`src/rtl/uart_tx_fifo_drain_if.sv`:
```
`default_nettype none
// ============================================================================
// Module   : uart_tx_fifo_drain_if
// Purpose  : Read-side handshake between the TX buffer FIFO and the UART
//            transmit drain.
// Signals  : fifo_empty   - FIFO empty flag (FIFO -> drain)
//            fifo_rd_data - read data, valid the cycle after a pop
//            fifo_rd_en   - one-cycle pop strobe (drain -> FIFO)
// Modports : master - the drain (issues pops)
//            slave  - the FIFO read port
// Revision : 1.0 - initial release
// ============================================================================
interface uart_tx_fifo_drain_if #(
  parameter int DATA_WIDTH = 8
);

  logic                  fifo_empty;
  logic [DATA_WIDTH-1:0] fifo_rd_data;
  logic                  fifo_rd_en;

  modport master (
    input  fifo_empty,
    input  fifo_rd_data,
    output fifo_rd_en
  );

  modport slave (
    output fifo_empty,
    output fifo_rd_data,
    input  fifo_rd_en
  );

endinterface
`default_nettype wire

```
`src/rtl/uart_tx_fifo_drain.sv`:
```
`default_nettype none
// ============================================================================
// Module   : uart_tx_fifo_drain
// Purpose  : Transmit end of the UART datapath. Pops bytes from the TX FIFO
//            and serialises each one as a UART frame: start bit, DATA_WIDTH
//            data bits LSB-first, optional parity bit, STOP_BITS stop bits.
// Ports    : clk     - system clock, rising edge
//            rst     - asynchronous, active-high reset
//            enable  - 1 = fetching new bytes from the FIFO is allowed
//            fifo    - FIFO read handshake (master modport)
//            tx      - serial line, idles high, registered
//            busy    - high while a frame is being fetched or sent
//            tx_done - one-cycle pulse in the first idle cycle after a frame
// Notes    : CLKS_PER_BIT must be >= 2; STOP_BITS must be 1 or 2.
// Revision : 1.0 - initial release
// ============================================================================
module uart_tx_fifo_drain #(
  parameter int DATA_WIDTH   = 8,
  parameter int CLKS_PER_BIT = 868,
  parameter int PARITY_EN    = 0,
  parameter int PARITY_ODD   = 0,
  parameter int STOP_BITS    = 1
) (
  input  wire                         clk,
  input  wire                         rst,
  input  wire                         enable,
  uart_tx_fifo_drain_if.master        fifo,
  output logic                        tx,
  output logic                        busy,
  output logic                        tx_done
);

  localparam int                 c_cnt_w     = $clog2(CLKS_PER_BIT);
  localparam int                 c_idx_w     = (DATA_WIDTH > 1) ? $clog2(DATA_WIDTH) : 1;
  localparam logic [c_cnt_w-1:0] c_bit_last  = c_cnt_w'(CLKS_PER_BIT - 1);
  localparam logic [c_idx_w-1:0] c_idx_last  = c_idx_w'(DATA_WIDTH - 1);
  localparam logic               c_stop_last = (STOP_BITS > 1);
  localparam logic               c_par_on    = (PARITY_EN != 0);
  localparam logic               c_par_odd   = (PARITY_ODD != 0);

  typedef enum logic [2:0] {
    S_IDLE   = 3'd0,
    S_FETCH  = 3'd1,
    S_START  = 3'd2,
    S_DATA   = 3'd3,
    S_PARITY = 3'd4,
    S_STOP   = 3'd5
  } state_t;

  state_t                  r_state;
  logic [DATA_WIDTH-1:0]   r_shift;
  logic                    r_parity;
  logic [c_cnt_w-1:0]      r_baud;
  logic [c_idx_w-1:0]      r_bit_idx;
  logic                    r_stop_idx;

  logic                    w_pop;
  logic                    w_bit_end;
  logic [DATA_WIDTH-1:0]   w_shift_nxt;

  // Pop is combinational so the FIFO sees it in the same IDLE cycle the
  // decision is made; reset gates it so no pop can leak out during rst.
  assign w_pop       = (r_state == S_IDLE) && enable && !fifo.fifo_empty && !rst;
  assign fifo.fifo_rd_en = w_pop;

  assign w_bit_end   = (r_baud == c_bit_last);
  assign w_shift_nxt = r_shift >> 1;
  assign busy        = (r_state != S_IDLE);

  // tx is loaded one cycle ahead of each bit so that the registered line
  // changes exactly on the bit boundary; the baud counter restarts at every
  // boundary, so bit periods never accumulate drift across a frame.
  always_ff @(posedge clk or posedge rst) begin
    if (rst) begin
      r_state    <= S_IDLE;
      r_shift    <= '0;
      r_parity   <= 1'b0;
      r_baud     <= '0;
      r_bit_idx  <= '0;
      r_stop_idx <= 1'b0;
      tx         <= 1'b1;
      tx_done    <= 1'b0;
    end else begin
      tx_done <= 1'b0;
      case (r_state)
        S_IDLE: begin
          tx <= 1'b1;
          if (w_pop) begin
            r_state <= S_FETCH;
          end
        end

        // Read data is valid now, one cycle after the pop strobe.
        S_FETCH: begin
          r_shift    <= fifo.fifo_rd_data;
          r_parity   <= c_par_on ? ((^fifo.fifo_rd_data) ^ c_par_odd) : 1'b0;
          r_baud     <= '0;
          r_bit_idx  <= '0;
          r_stop_idx <= 1'b0;
          tx         <= 1'b0;
          r_state    <= S_START;
        end

        S_START: begin
          if (w_bit_end) begin
            r_baud  <= '0;
            tx      <= r_shift[0];
            r_state <= S_DATA;
          end else begin
            r_baud <= r_baud + c_cnt_w'(1);
          end
        end

        S_DATA: begin
          if (w_bit_end) begin
            r_baud <= '0;
            if (r_bit_idx == c_idx_last) begin
              if (c_par_on) begin
                tx      <= r_parity;
                r_state <= S_PARITY;
              end else begin
                tx      <= 1'b1;
                r_state <= S_STOP;
              end
            end else begin
              r_bit_idx <= r_bit_idx + c_idx_w'(1);
              r_shift   <= w_shift_nxt;
              tx        <= w_shift_nxt[0];
            end
          end else begin
            r_baud <= r_baud + c_cnt_w'(1);
          end
        end

        S_PARITY: begin
          if (w_bit_end) begin
            r_baud  <= '0;
            tx      <= 1'b1;
            r_state <= S_STOP;
          end else begin
            r_baud <= r_baud + c_cnt_w'(1);
          end
        end

        S_STOP: begin
          tx <= 1'b1;
          if (w_bit_end) begin
            r_baud <= '0;
            if (r_stop_idx == c_stop_last) begin
              tx_done <= 1'b1;
              r_state <= S_IDLE;
            end else begin
              r_stop_idx <= 1'b1;
            end
          end else begin
            r_baud <= r_baud + c_cnt_w'(1);
          end
        end

        default: begin
          tx      <= 1'b1;
          r_state <= S_IDLE;
        end
      endcase
    end
  end

endmodule
`default_nettype wire

```
`src/flat_wrapper.sv`:
```
// flat-port wrapper written by rule: the top's interface ports become plain ports
module uart_tx_fifo_drain_flat 
#(
  parameter int DATA_WIDTH   = 8,
  parameter int CLKS_PER_BIT = 868,
  parameter int PARITY_EN    = 0,
  parameter int PARITY_ODD   = 0,
  parameter int STOP_BITS    = 1
)
  (clk, rst, enable, tx, busy, tx_done, fifo_fifo_empty, fifo_fifo_rd_data, fifo_fifo_rd_en);
  uart_tx_fifo_drain_if #(.DATA_WIDTH(DATA_WIDTH)) fifo_i ();
  input  wire clk;
  input  wire rst;
  input  wire enable;
  output logic tx;
  output logic busy;
  output logic tx_done;
  input wire logic [$bits(fifo_i.fifo_empty)-1:0] fifo_fifo_empty;
  input wire logic [$bits(fifo_i.fifo_rd_data)-1:0] fifo_fifo_rd_data;
  output wire logic [$bits(fifo_i.fifo_rd_en)-1:0] fifo_fifo_rd_en;
  assign fifo_i.fifo_empty = fifo_fifo_empty;
  assign fifo_i.fifo_rd_data = fifo_fifo_rd_data;
  assign fifo_fifo_rd_en = fifo_i.fifo_rd_en;
  uart_tx_fifo_drain #(.DATA_WIDTH(DATA_WIDTH), .CLKS_PER_BIT(CLKS_PER_BIT), .PARITY_EN(PARITY_EN), .PARITY_ODD(PARITY_ODD), .STOP_BITS(STOP_BITS)) u_core (.clk(clk), .rst(rst), .enable(enable), .fifo(fifo_i), .tx(tx), .busy(busy), .tx_done(tx_done));
endmodule
```
`config.mk`:
```
export PLATFORM = sky130hd
export DESIGN_NAME = uart_tx_fifo_drain_flat
export DESIGN_NICKNAME = d
export VERILOG_FILES = /design/src/rtl/uart_tx_fifo_drain_if.sv /design/src/rtl/uart_tx_fifo_drain.sv /design/src/flat_wrapper.sv
export SDC_FILE = /design/constraint.sdc
export NUM_CORES = 1
export LEC_CHECK = 0
export BUFFER_PORTS_ARGS = -buffer_cell sky130_fd_sc_hd__buf_2
export CAP_MARGIN = 20
export CORE_AREA = 2 2 53 55
export CTS_CLUSTER_SIZE = 30
export DETAILED_ROUTE_END_ITERATION = 10
export DIE_AREA = 0 0 55 57
export PLACE_DENSITY = 0.87
export SLEW_MARGIN = 20
export SYNTH_ARGS = -nofsm -noshare
export SYNTH_HDL_FRONTEND = slang
export SYNTH_SLANG_ARGS = --single-unit
```
`constraint.sdc`:
```
create_clock -name clk -period 4.6 [get_ports clk]
set_input_delay 0.92 -clock clk [delete_from_list [all_inputs] [get_ports clk]]
set_output_delay 0.92 -clock clk [all_outputs]
set_load 0.005 [all_outputs]
```
Word-level counts from Yosys, hierarchy flattened
Index checks and enable logic that the tools add are counted.
- output and inout bits: 4
- input bits: 12
- register bits: 27
- logic and storage cells: 66
- muxes and demuxes: 27
- add/sub/neg operators: 2
- reduce and logical (&&, ||, !) cells: 15
- equal/unequal tests: 15
- operator list (operator ; number):
    $mux W3 ; 9
    $pmux W10 S2 ; 1
    $pmux W3 S6 ; 1
    $mux W8 ; 2
    $pmux W8 S2 ; 1
    $add A10 B1 Y10 const B ; 1
    $eq A10 B10 Y1 const B ; 1
    $mux W10 ; 1
    $ne A2 B1 Y1 const B ; 5
    $eq A3 B3 Y1 const B ; 3
    $mux W1 ; 9
    $reduce_and A7 Y1 ; 1
    $eq A3 B2 Y1 const B ; 2
    $ne A2 B2 Y1 const B ; 3
    $pmux W3 S2 ; 1
    $reduce_and A3 Y1 ; 2
    $reduce_bool A2 Y1 ; 3
    $pmux W1 S4 ; 1
    $reduce_or A4 Y1 ; 1
    $add A3 B1 Y3 const B ; 1
    $eq A3 B1 Y1 const B ; 1
    $logic_and A1 B1 Y1 ; 3
    $logic_not A3 Y1 ; 1
    $reduce_bool A3 Y1 ; 1
    other kinds (3) ; 4

Logic depth before layout (Yosys ltp)
Gate-level depths: netlist of run 1.
- depth in word-level cells: 6
- gate-level depth with buffers: 6
- mapped depth without buffers: 6

Least setup slack after synthesis of run 1
Ideal clock, no wire load.
- path kind: input to output
- start: in fifo_fifo_empty
- end: out fifo_fifo_rd_en
- path slack: 2.489 ns
- buffers on the path: 0
- required time: 3.680 ns
- stages on the path: 2
- arrival time: 1.191 ns
- cell sequence: nor2_1 -> and3_1
- longest elaborated chain between the ends: 3
- RTL lines (item ; RTL line ; source):
    from (decl) ; flat_wrapper.sv:18 ; input wire logic [$bits(fifo_i.fifo_empty)-1:0] fifo_fifo_empty;
    $logic_not A1 Y1 ; uart_tx_fifo_drain.sv:63 ; assign w_pop = (r_state == S_IDLE) && enable && !fifo.fifo_empty && !rst;
    $logic_and A1 B1 Y1 (2 in series) ; uart_tx_fifo_drain.sv:63 ;
    to (decl) ; flat_wrapper.sv:20 ; output wire logic [$bits(fifo_i.fifo_rd_en)-1:0] fifo_fifo_rd_en;
No other way between the ends.

Worst setup path after layout of run 1
- start: reg u_core.r_state[1]
- end: out fifo_fifo_rd_en
- longest elaborated chain between the ends: 4
- RTL lines (item ; RTL line ; source):
    from (decl) ; uart_tx_fifo_drain.sv:50 ; state_t r_state;
    from (signal assigned) ; uart_tx_fifo_drain.sv:75 ; r_state <= S_IDLE;
    from (signal assigned) ; uart_tx_fifo_drain.sv:89 ; r_state <= S_FETCH;
    from (signal assigned) ; uart_tx_fifo_drain.sv:101 ; r_state <= S_START;
    $logic_not A3 Y1 ; uart_tx_fifo_drain.sv:63 ;
    $logic_and A1 B1 Y1 (3 in series) ; uart_tx_fifo_drain.sv:63 ;
No other way between the ends.

==> impl_metrics.json, run 1 <==
{
  "fmax_mhz": 371,
  "area_delta_synth_final_pct": 7.20,
  "rsz0062_at_grt": "false",
  "via_count": 1155,
  "dieArea_um2": 3140,
  "synth-async-reset-ratio_pct": 100,
  "ant_nets": 0,
  "num_antenna_cells": 0,
  "required_ns": 3.68,
  "io_buffers": 15,
  "dr.pass1.iters": 4,
  "grt_max_degree": 28,
  "cts-htree-levels": 1,
  "initial_core_util_pct": 58.5,
  "timing.rr.start": "u_core.r_baud[0]$_DFFE_PP0P_",
  "synth_top_family_by_area": "compound AO/OA/AOI/OAI gates",
  "drt-initial-drc-count": 21,
  "ios": 16,
  "wire_per_inst_um": 14.6,
  "peakVddDrop_mv": 0.298,
  "fin_crit_ns": 2.70,
  "antenna_found_initial": 0,
  "path_clk_slew_ns": 0.14,
  "cts_tree": "built",
  "status": "finished, final reports clean",
  "num_rows": 19,
  "place_area_um2": 1610,
  "worst-path-max-fanout": 25,
  "syn_area_um2": 1530,
  "first_global_vias": 1156,
  "arrival_ns": 1.78,
  "cts_num_sinks": 27,
  "hold_path.class": "reg2reg",
  "finish.net_count": 175,
  "cap_violations": 0,
  "routed_via_density": 6.08,
  "dp_hpwl_mm": 2.00,
  "seq_area_um2": 677,
  "synth_xor_xnor_area_share_pct": 0.572,
  "num-fill-cells": 222,
  "r2r_cells": 5,
  "critPathMaxStageDelay_ns": 0.70,
  "seq_area_frac_synth_pct": 44.2,
  "totalPowerFinal_mw": 0.740,
  "grt_first_pass_wirelength_mm": 4.84,
  "period_share_pct": 58.6,
  "routed_wl_mm": 2.78,
  "grt_usage_pct": 20.4,
  "fin_hold_ws_ns": 0.441,
  "cts_setup_buffers": 0,
  "syn_area_per_cell_um2": 10.5,
  "synthFlopType": "dfrtp_1",
  "synthAdderAreaFrac_pct": 3.11,
  "leakage_nw": 0.778,
  "fp.dieW_um": 55,
  "endpoint_kind": "primary output",
  "ff2ff_setup_slack_ns": 2.44,
  "slowest_stage": "dfrtp_1",
  "drv_slew": 0,
  "synthCells": 146,
  "p_per_area_nw_per_um2": 451,
  "drive_above_1_share_pct": 26.4,
  "timing.rr.end": "u_core.r_shift[6]$_DFFE_PP0P_",
  "cts-resized-gates": 0,
  "setup_viol": 0,
  "synth-compound-area-share_pct": 17.5,
  "die_h_um": 57,
  "startpoint": "u_core.r_state[1]$_DFFE_PP0P_",
  "fin_util_pct": 62.7,
  "path_cells": "nor3_1 > and3_1 > buf_2",
  "cp-endpoint": "fifo_fifo_rd_en",
  "slew_headroom_pct": 48.0,
  "ys.warnings.count": 0,
  "insertion_delay_ns": 0.32,
  "crit_type": "reg2out",
  "root_buffer": "clkbuf_4",
  "ys_types": 46,
  "synth_edf_count": 0,
  "cp-start-kind": "flip-flop",
  "clockBufferDepth": 2,
  "tightest_slew_ns": 0.780,
  "numCtsBuffers": 3,
  "cts_hold_buf": 0,
  "yosys.area_share.simple_pct": 16.9,
  "synth.net_count": 161,
  "ys_ff_latch": 27,
  "place.gp.congestion": 0.790,
  "finalSetupTns_ns": 0,
  "multiInputGateArea_um2": 800,
  "skew_ns": 0.00400,
  "overflow": 0,
  "final_cell_area_um2": 1640,
  "muxShareOfSynthArea_pct": 14.1,
  "hold_viol": 0,
  "coreArea_um2": 2620,
  "drc": 0
}
## per-stage QoR
step           std cells  worst slack [ns]
5_1_grt              190              1.76
3_3_place_gp         186              2.30
2_1_floorplan        146              2.49
6_report             190              1.90
3_5_place_dp         186              2.28
4_1_cts              190              1.90
## layout by cell type (no fill, tap or decap), drive strengths merged, types with 2 or more instances in the layout
cell type / n
or3: 3
o31a: 4
inv: 6
mux2: 16
nand2: 10
o31ai: 2
nor2: 11
nand2b: 4
a21o: 4
a21bo: 2
dfrtp: 26
clkbuf: 3
a21oi: 9
buf: 15
ha: 3
nand3: 2
o21ai: 7
nand4: 4
nor3: 4
## critical path: cells and delay by family (launching register included)
| family | cells | cell delay [ns] |
|---|---|---|
| buffers and inverters | 1 | 0.11 |
| flip-flops | 1 | 0.70 |
| AND/OR/NAND/NOR | 2 | 0.66 |
## logic make-up (layout without fill, tap and decap cells)
group / after synthesis / in the layout
fa+ha+maj: 4 / 4
compound gates: 38 / 38
xor+xnor: 1 / 1
simple gates: 47 / 47
buf+inv: 12 / 25
mux: 17 / 17
flops: 27 / 27
## power by group
group | internal (mW) | switching (mW)
clock | 0.0326 | 0.0693
sequential | 0.319 | 0.0842
combinational | 0.146 | 0.0886
## flip-flops by register name, summed over array words and instances (netlist names)
| signal | cells |
|---|---|
| u_core.r_bit_idx | 3 |
| u_core.tx | 1 |
| u_core.r_shift | 8 |
| u_core.tx_done | 1 |
| u_core.r_state | 3 |
| u_core.r_stop_idx | 1 |
| u_core.r_baud | 10 |
## cells in the mapped netlist (6+ instances only)
master   number  share of area (%)
dfrtp_1      26                 43
nor2_1       11                2.7
nand2_1      10                2.5
mux2_2        9                6.6
a21oi_1       8                2.6
mux2_4        7                6.9
o21ai_0       7                2.3
inv_1         6                1.5
## worst min-delay path by stage
stage | slack (ns) | startpoint | cells after the start | end
finish | 0.44 | u_core.r_stop_idx$_DFFE_PP0P_ | 1 | u_core.tx_done$_DFF_PP0_
global route | 0.47 | u_core.r_stop_idx$_DFFE_PP0P_ | 1 | u_core.tx_done$_DFF_PP0_
CTS | 0.44 | u_core.r_stop_idx$_DFFE_PP0P_ | 1 | u_core.tx_done$_DFF_PP0_
detailed placement | 0.42 | u_core.r_stop_idx$_DFFE_PP0P_ | 1 | u_core.tx_done$_DFF_PP0_
global placement | 0.42 | u_core.r_stop_idx$_DFFE_PP0P_ | 1 | u_core.tx_done$_DFF_PP0_
floorplan | 0.41 | u_core.r_stop_idx$_DFFE_PP0P_ | 1 | u_core.tx_done$_DFF_PP0_
## area by class of cell
type | count | area share [%]
clock inverter | 1 | 0.305
clock buffer | 3 | 1.37
inverter | 6 | 1.37
sequential | 27 | 41.3
tap | 31 | 2.36
timing repair buffer | 15 | 4.58
multi-input combinational | 107 | 48.7
## routing by layer
metal,GRT usage (%),wire length (um),up-vias,share of wire [%]
met2,35.0,1470,19,53
met4,5.23,0,0,0
met5,0,0,-,0
li1,-,-,563,-
met1,26.7,1230,573,44
met3,2.62,77,0,2.8
(Power assumes the default switching activity.)
==> run 2, diff against run 1 <==
--- a/config.mk
+++ b/config.mk
@@ -7,11 +7,11 @@
 export LEC_CHECK = 0
 export BUFFER_PORTS_ARGS = -buffer_cell sky130_fd_sc_hd__buf_2
 export CAP_MARGIN = 20
-export CORE_AREA = 2 2 53 55
+export CORE_AREA = 2 2 58 60
 export CTS_CLUSTER_SIZE = 30
 export DETAILED_ROUTE_END_ITERATION = 10
-export DIE_AREA = 0 0 55 57
-export PLACE_DENSITY = 0.87
+export DIE_AREA = 0 0 60 62
+export PLACE_DENSITY = 0.78
 export SLEW_MARGIN = 20
 export SYNTH_ARGS = -nofsm -noshare
 export SYNTH_HDL_FRONTEND = slang
==> constraint.sdc (replaced) <==
create_clock -name clk -period 2.2 [get_ports clk]
set_input_delay 0.44 -clock clk [delete_from_list [all_inputs] [get_ports clk]]
set_output_delay 0.44 -clock clk [all_outputs]
set_load 0.005 [all_outputs]
==> run 2 against run 1 <==
  * Sequential share of layout area down 1.6 points
  * Clock-buffer cell count is the same
  * Routed wire length up 5.2%
  * Clock power grew 120%
  * Critical path depth is the same
  * Cell area is 4.0% higher
  * Global-route usage is 2.4 points lower
  * Clock skew up 0.0020 ns
  * Sequential power up 110%
==> impl_metrics.json, run 2 (synthesized netlist as in run 1, its figures left out) <==
{
  "critPathMaxStageDelay_ns": 0.53,
  "cts-resized-gates": 0,
  "top_register": "u_core.r_baud",
  "seq_area_um2": 677,
  "slew_headroom_pct": 74.5,
  "required_ns": 1.76,
  "dieArea_um2": 3720,
  "finish.net_count": 181,
  "fin_crit_ns": 2.01,
  "fp.dieW_um": 60,
  "grt_most_used_layer": "met2",
  "dp_slack_ns": 0.320,
  "totalPowerFinal_mw": 1.56,
  "via_count": 1168,
  "grtUsageMet3_pct": 2.48,
  "drt-initial-drc-count": 65,
  "wire_per_inst_um": 13.9,
  "startpoint": "u_core.r_state[0]$_DFFE_PP0P_",
  "met1_usage_pct": 22.7,
  "path_clk_slew_ns": 0.15,
  "timing.rr.start": "u_core.r_baud[0]$_DFFE_PP0P_",
  "critical_path_depth": 3,
  "crit_type": "reg2out",
  "area_delta_synth_final_pct": 11.5,
  "cp-endpoint": "fifo_fifo_rd_en",
  "antenna_found_initial": 0,
  "routed_wl_mm": 2.93,
  "ant_nets": 0,
  "die_h_um": 62,
  "endpoint_kind": "primary output",
  "cap_violations": 0,
  "top_regs": "u_core.r_baud: 10 flops, u_core.r_shift: 8 flops",
  "cp-start-kind": "flip-flop",
  "worst-path-max-fanout": 11,
  "grt_first_pass_wirelength_mm": 5.12,
  "clockBufferDepth": 2,
  "largest_reg_flops": 10,
  "final_common_cell": "dfrtp_1",
  "grt_max_degree": 28,
  "tightest_slew_ns": 0.379,
  "overflow": 0,
  "status": "finished, final reports clean",
  "cts_hold_buf": 0,
  "num_rows": 21,
  "timing.rr.end": "u_core.tx$_DFFE_PP1P_",
  "arrival_ns": 1.57,
  "ff2ff_setup_slack_ns": 0.28,
  "cpLargestDelayFamily": "simple AND/OR/NAND/NOR gates",
  "routed_via_density": 5.54,
  "num-fill-cells": 288,
  "drc": 0,
  "skew_ns": 0.00604,
  "numCtsBuffers": 3,
  "cts_num_sinks": 27,
  "multiInputGateArea_um2": 800,
  "place.gp.congestion": 0.801,
  "io_buffers": 15,
  "leakage_nw": 0.805,
  "initial_core_util_pct": 48.1,
  "period_share_pct": 91.3,
  "dp_hpwl_mm": 2.16,
  "p_per_area_nw_per_um2": 912,
  "cts_setup_buffers": 0,
  "met2_usage_pct": 32.1,
  "slowest_stage": "dfrtp_1",
  "root_buffer": "clkbuf_4",
  "num_antenna_cells": 0,
  "hold_viol": 0,
  "first_global_vias": 1158,
  "setup_viol": 0,
  "ios": 16,
  "rsz0062_at_grt": "false",
  "drive_above_1_share_pct": 28.5,
  "grt_usage_pct": 18.0,
  "cts-htree-levels": 1,
  "fmax_mhz": 498,
  "cts_tree": "built",
  "finalSetupTns_ns": 0,
  "hold_path.class": "in2async",
  "dr.pass1.iters": 4,
  "final_cell_mix": "26 x dfrtp_1, 15 x buf_2, 11 x nor2_1, 10 x nand2_1, 9 x mux2_2",
  "setup_ws_ns": 0.192,
  "r2r_cells": 6,
  "coreArea_um2": 3180,
  "insertion_delay_ns": 0.33,
  "path_cells": "nor3_1 > and3_1 > buf_2",
  "path_buf_inv": 1,
  "drv_slew": 0,
  "peakVddDrop_mv": 0.444
}
## run 2: routing by layer
| metal | share of wire (%) | vias up | wire length [um] |
|---|---|---|---|
| met1 | 45 | 573 | 1310 |
| met4 | 0.44 | 0 | 13 |
| li1 | - | 572 | - |
| met2 | 52 | 21 | 1510 |
| met3 | 3.1 | 2 | 91 |
| met5 | 0 | - | 0 |
## run 2: how the worst min path moves through the flow
stage / startpoint / endpoint / cells after the start
2_1_floorplan: u_core.r_stop_idx$_DFFE_PP0P_ / u_core.tx_done$_DFF_PP0_ / 1
3_3_place_gp: u_core.r_stop_idx$_DFFE_PP0P_ / u_core.tx_done$_DFF_PP0_ / 1
3_5_place_dp: u_core.r_stop_idx$_DFFE_PP0P_ / u_core.tx_done$_DFF_PP0_ / 1
4_1_cts: rst / u_core.r_baud[6]$_DFFE_PP0P_ / 3
5_1_grt: rst / u_core.r_shift[6]$_DFFE_PP0P_ / 3
6_report: rst / u_core.r_baud[6]$_DFFE_PP0P_ / 3
## run 2: worst register-to-register path, stage by stage (launching register included)
cell	delay, ns
dfrtp_1	0.41
ha_1	0.22
nand4bb_1	0.24
nor3_4	0.27
buf_4	0.19
mux2_2	0.34
o22a_1	0.19
## run 2: where the power goes
part / internal [mW] / switching [mW]
clock network: 0.0696 / 0.154
registers: 0.668 / 0.168
logic: 0.306 / 0.190
total: 1.04 / 0.512
## run 2: area by class of cell
class,instances,area share [%]
clock buffers,3,1.32
clock inverters,1,0.440
repair buffers,21,7.04
multi-input cells,107,46.8
well taps,46,3.37
inverters,6,1.32
flip-flops and latches,27,39.7
## run 2: through the flow
step / hold WS, ns / area, um2 / cells / util [%]
finish: 0.142 / 1710 / 211 / 53.7
global placement: 0.420 / 1680 / 207 / 52.7
floorplan: 0.410 / 1530 / 146 / -
global route: 0.176 / 1710 / 211 / 53.7
detailed placement: 0.427 / 1680 / 207 / 52.7
CTS: 0.141 / 1710 / 211 / 53.7
==> run 3, diff against run 2 <==
--- a/config.mk
+++ b/config.mk
@@ -7,11 +7,11 @@
 export LEC_CHECK = 0
 export BUFFER_PORTS_ARGS = -buffer_cell sky130_fd_sc_hd__buf_2
 export CAP_MARGIN = 20
-export CORE_AREA = 2 2 58 60
+export CORE_AREA = 2 2 75 77
 export CTS_CLUSTER_SIZE = 30
 export DETAILED_ROUTE_END_ITERATION = 10
-export DIE_AREA = 0 0 60 62
-export PLACE_DENSITY = 0.78
+export DIE_AREA = 0 0 77 79
+export PLACE_DENSITY = 0.53
 export SLEW_MARGIN = 20
 export SYNTH_ARGS = -nofsm -noshare
 export SYNTH_HDL_FRONTEND = slang
==> run 3 against run 2 <==
  * Worst setup slack improved by 0.099 ns
  * Register-to-register slack gained 0.09 ns
  * Die area grew 64%
  * Routed wire length grew 4.4%
  * Cell area grew 3.2%
  * Critical path depth up 1
  * Critical path type unchanged
  * First-iteration DRC count shrank 35%
  * Flip-flop and latch count unchanged
  * Clock power is 26% higher
  * Sequential power fell by 2%
  * Global-route usage is 6.9 points lower
  * Via count down 2.8%
==> impl_metrics.json, run 3 (synthesized netlist as in run 1, its figures left out) <==
{
  "place.gp.congestion": 0.752,
  "period_share_pct": 86.8,
  "place_area_um2": 1720,
  "cts_setup_buffers": 0,
  "antenna_found_initial": 0,
  "met3_length_um": 64,
  "dr.pass1.iters": 4,
  "overflow": 0,
  "fp.dieW_um": 77,
  "ff2ff_setup_slack_ns": 0.37,
  "drive_above_1_share_pct": 28.3,
  "hold_viol": 0,
  "finish.net_count": 182,
  "endpoint_kind": "primary output",
  "cts_tree": "built",
  "slowest_stage": "dfrtp_1",
  "drt-met1-wl_mm": 1.48,
  "multiInputGateArea_um2": 800,
  "peakVddDrop_mv": 0.325,
  "io_buffers": 15,
  "clockBufferDepth": 2,
  "num_antenna_cells": 0,
  "final_cell_mix": "26 x dfrtp_1, 15 x buf_2, 11 x nor2_1, 10 x nand2_1, 9 x mux2_2",
  "rsz0062_at_grt": "false",
  "num-fill-cells": 578,
  "dr_wl_met2_mm": 1.47,
  "cts-htree-levels": 1,
  "root_buffer": "clkbuf_8",
  "drt-initial-drc-count": 42,
  "placed_cells": 234,
  "num_rows": 27,
  "ant_nets": 0,
  "skew_ns": 0.00195,
  "final_cells": 238,
  "top_register": "u_core.r_baud",
  "routed_via_density": 4.77,
  "wire_per_inst_um": 12.8,
  "highest_layer": "met4",
  "tightest_slew_ns": 0.398,
  "dieArea_um2": 6080,
  "die_h_um": 79,
  "drv_slew": 0,
  "drc": 0,
  "coreArea_um2": 5340,
  "status": "finished, final reports clean",
  "first_global_vias": 1137,
  "routed_wl_mm": 3.06,
  "critPathMaxStageDelay_ns": 0.38,
  "timing.rr.start": "u_core.r_baud[0]$_DFFE_PP0P_",
  "crit_type": "reg2out",
  "insertion_delay_ns": 0.27,
  "cts_num_sinks": 27,
  "required_ns": 1.76,
  "slew_headroom_pct": 73.3,
  "top_regs": "u_core.r_baud: 10 flops, u_core.r_shift: 8 flops",
  "cts_hold_buf": 0,
  "finalSetupTns_ns": 0,
  "worst-path-max-fanout": 13,
  "seq_area_um2": 677,
  "path_clk_slew_ns": 0.09,
  "dp_hpwl_mm": 2.20,
  "leakage_nw": 0.818,
  "setup_viol": 0,
  "fmax_mhz": 524,
  "final_common_cell": "dfrtp_1",
  "cp-start-kind": "flip-flop",
  "cap_violations": 0,
  "timing.rr.end": "u_core.r_shift[3]$_DFFE_PP0P_",
  "via_count": 1135,
  "area_delta_synth_final_pct": 15.1,
  "path_cells": "buf_4 > nor3_1 > and3_1 > buf_2",
  "r2r_cells": 6,
  "cts-resized-gates": 0,
  "largest_reg_flops": 10,
  "grt_usage_pct": 11.1,
  "fin_crit_ns": 1.91,
  "ios": 16,
  "fin_hold_ws_ns": 0.224,
  "initial_core_util_pct": 28.7,
  "p_per_area_nw_per_um2": 924,
  "final_cell_area_um2": 1760,
  "numCtsBuffers": 3,
  "arrival_ns": 1.47,
  "grt_first_pass_wirelength_mm": 5.40,
  "hold_path.class": "in2async",
  "grt_max_degree": 28
}
[run 3: report_power, final]
group / total, mW / internal (mW) / leakage (nW) / switching [mW]
Sequential: 0.819 / 0.669 / 0.337 / 0.150
Clock: 0.282 / 0.130 / 0.0228 / 0.152
Combinational: 0.526 / 0.317 / 0.459 / 0.209
[run 3: stage by stage]
step / total power, mW / setup WS, ns / utilization (%)
after floorplan: 1.22 / 0.418 / -
after global routing: 1.76 / 0.0948 / 33.0
after global placement: 1.36 / 0.427 / 32.2
after CTS: 1.66 / 0.252 / 33.0
final: 1.63 / 0.291 / 33.0
after detailed placement: 1.36 / 0.371 / 32.2
[run 3: how the worst max path moves through the flow]
stage / startpoint / endpoint / slack (ns) / cells after the start
finish: u_core.r_state[2]$_DFFE_PP0P_ / fifo_fifo_rd_en / 0.29 / 4
global route: u_core.r_state[2]$_DFFE_PP0P_ / fifo_fifo_rd_en / 0.09 / 4
floorplan: u_core.r_baud[0]$_DFFE_PP0P_ / u_core.r_bit_idx[0]$_DFFE_PP0P_ / 0.42 / 6
global placement: u_core.r_baud[8]$_DFFE_PP0P_ / u_core.r_shift[2]$_DFFE_PP0P_ / 0.43 / 5
CTS: u_core.r_state[2]$_DFFE_PP0P_ / fifo_fifo_rd_en / 0.25 / 4
detailed placement: u_core.r_baud[0]$_DFFE_PP0P_ / u_core.r_shift[4]$_DFFE_PP0P_ / 0.37 / 6
[run 3: worst max-delay path, delay by kind of cell, from the launching register on]
kind | cells | cell delay [ns]
buffers and inverters | 2 | 0.28
flip-flops | 1 | 0.38
AND/OR/NAND/NOR | 2 | 0.54
[run 3: cell type report]
type / count / area share, %
multi-input cells: 107 / 45.4
flip-flops and latches: 27 / 38.4
repair buffers: 22 / 7.24
well taps: 72 / 5.11
clock buffers: 4 / 2.56
inverters: 6 / 1.28
[run 3: layer usage]
metal  vias up  GRT usage, %
met5         -             0
met3         4          1.70
li1        577             -
met2        16          19.0
met1       538          14.1
met4         0          4.29
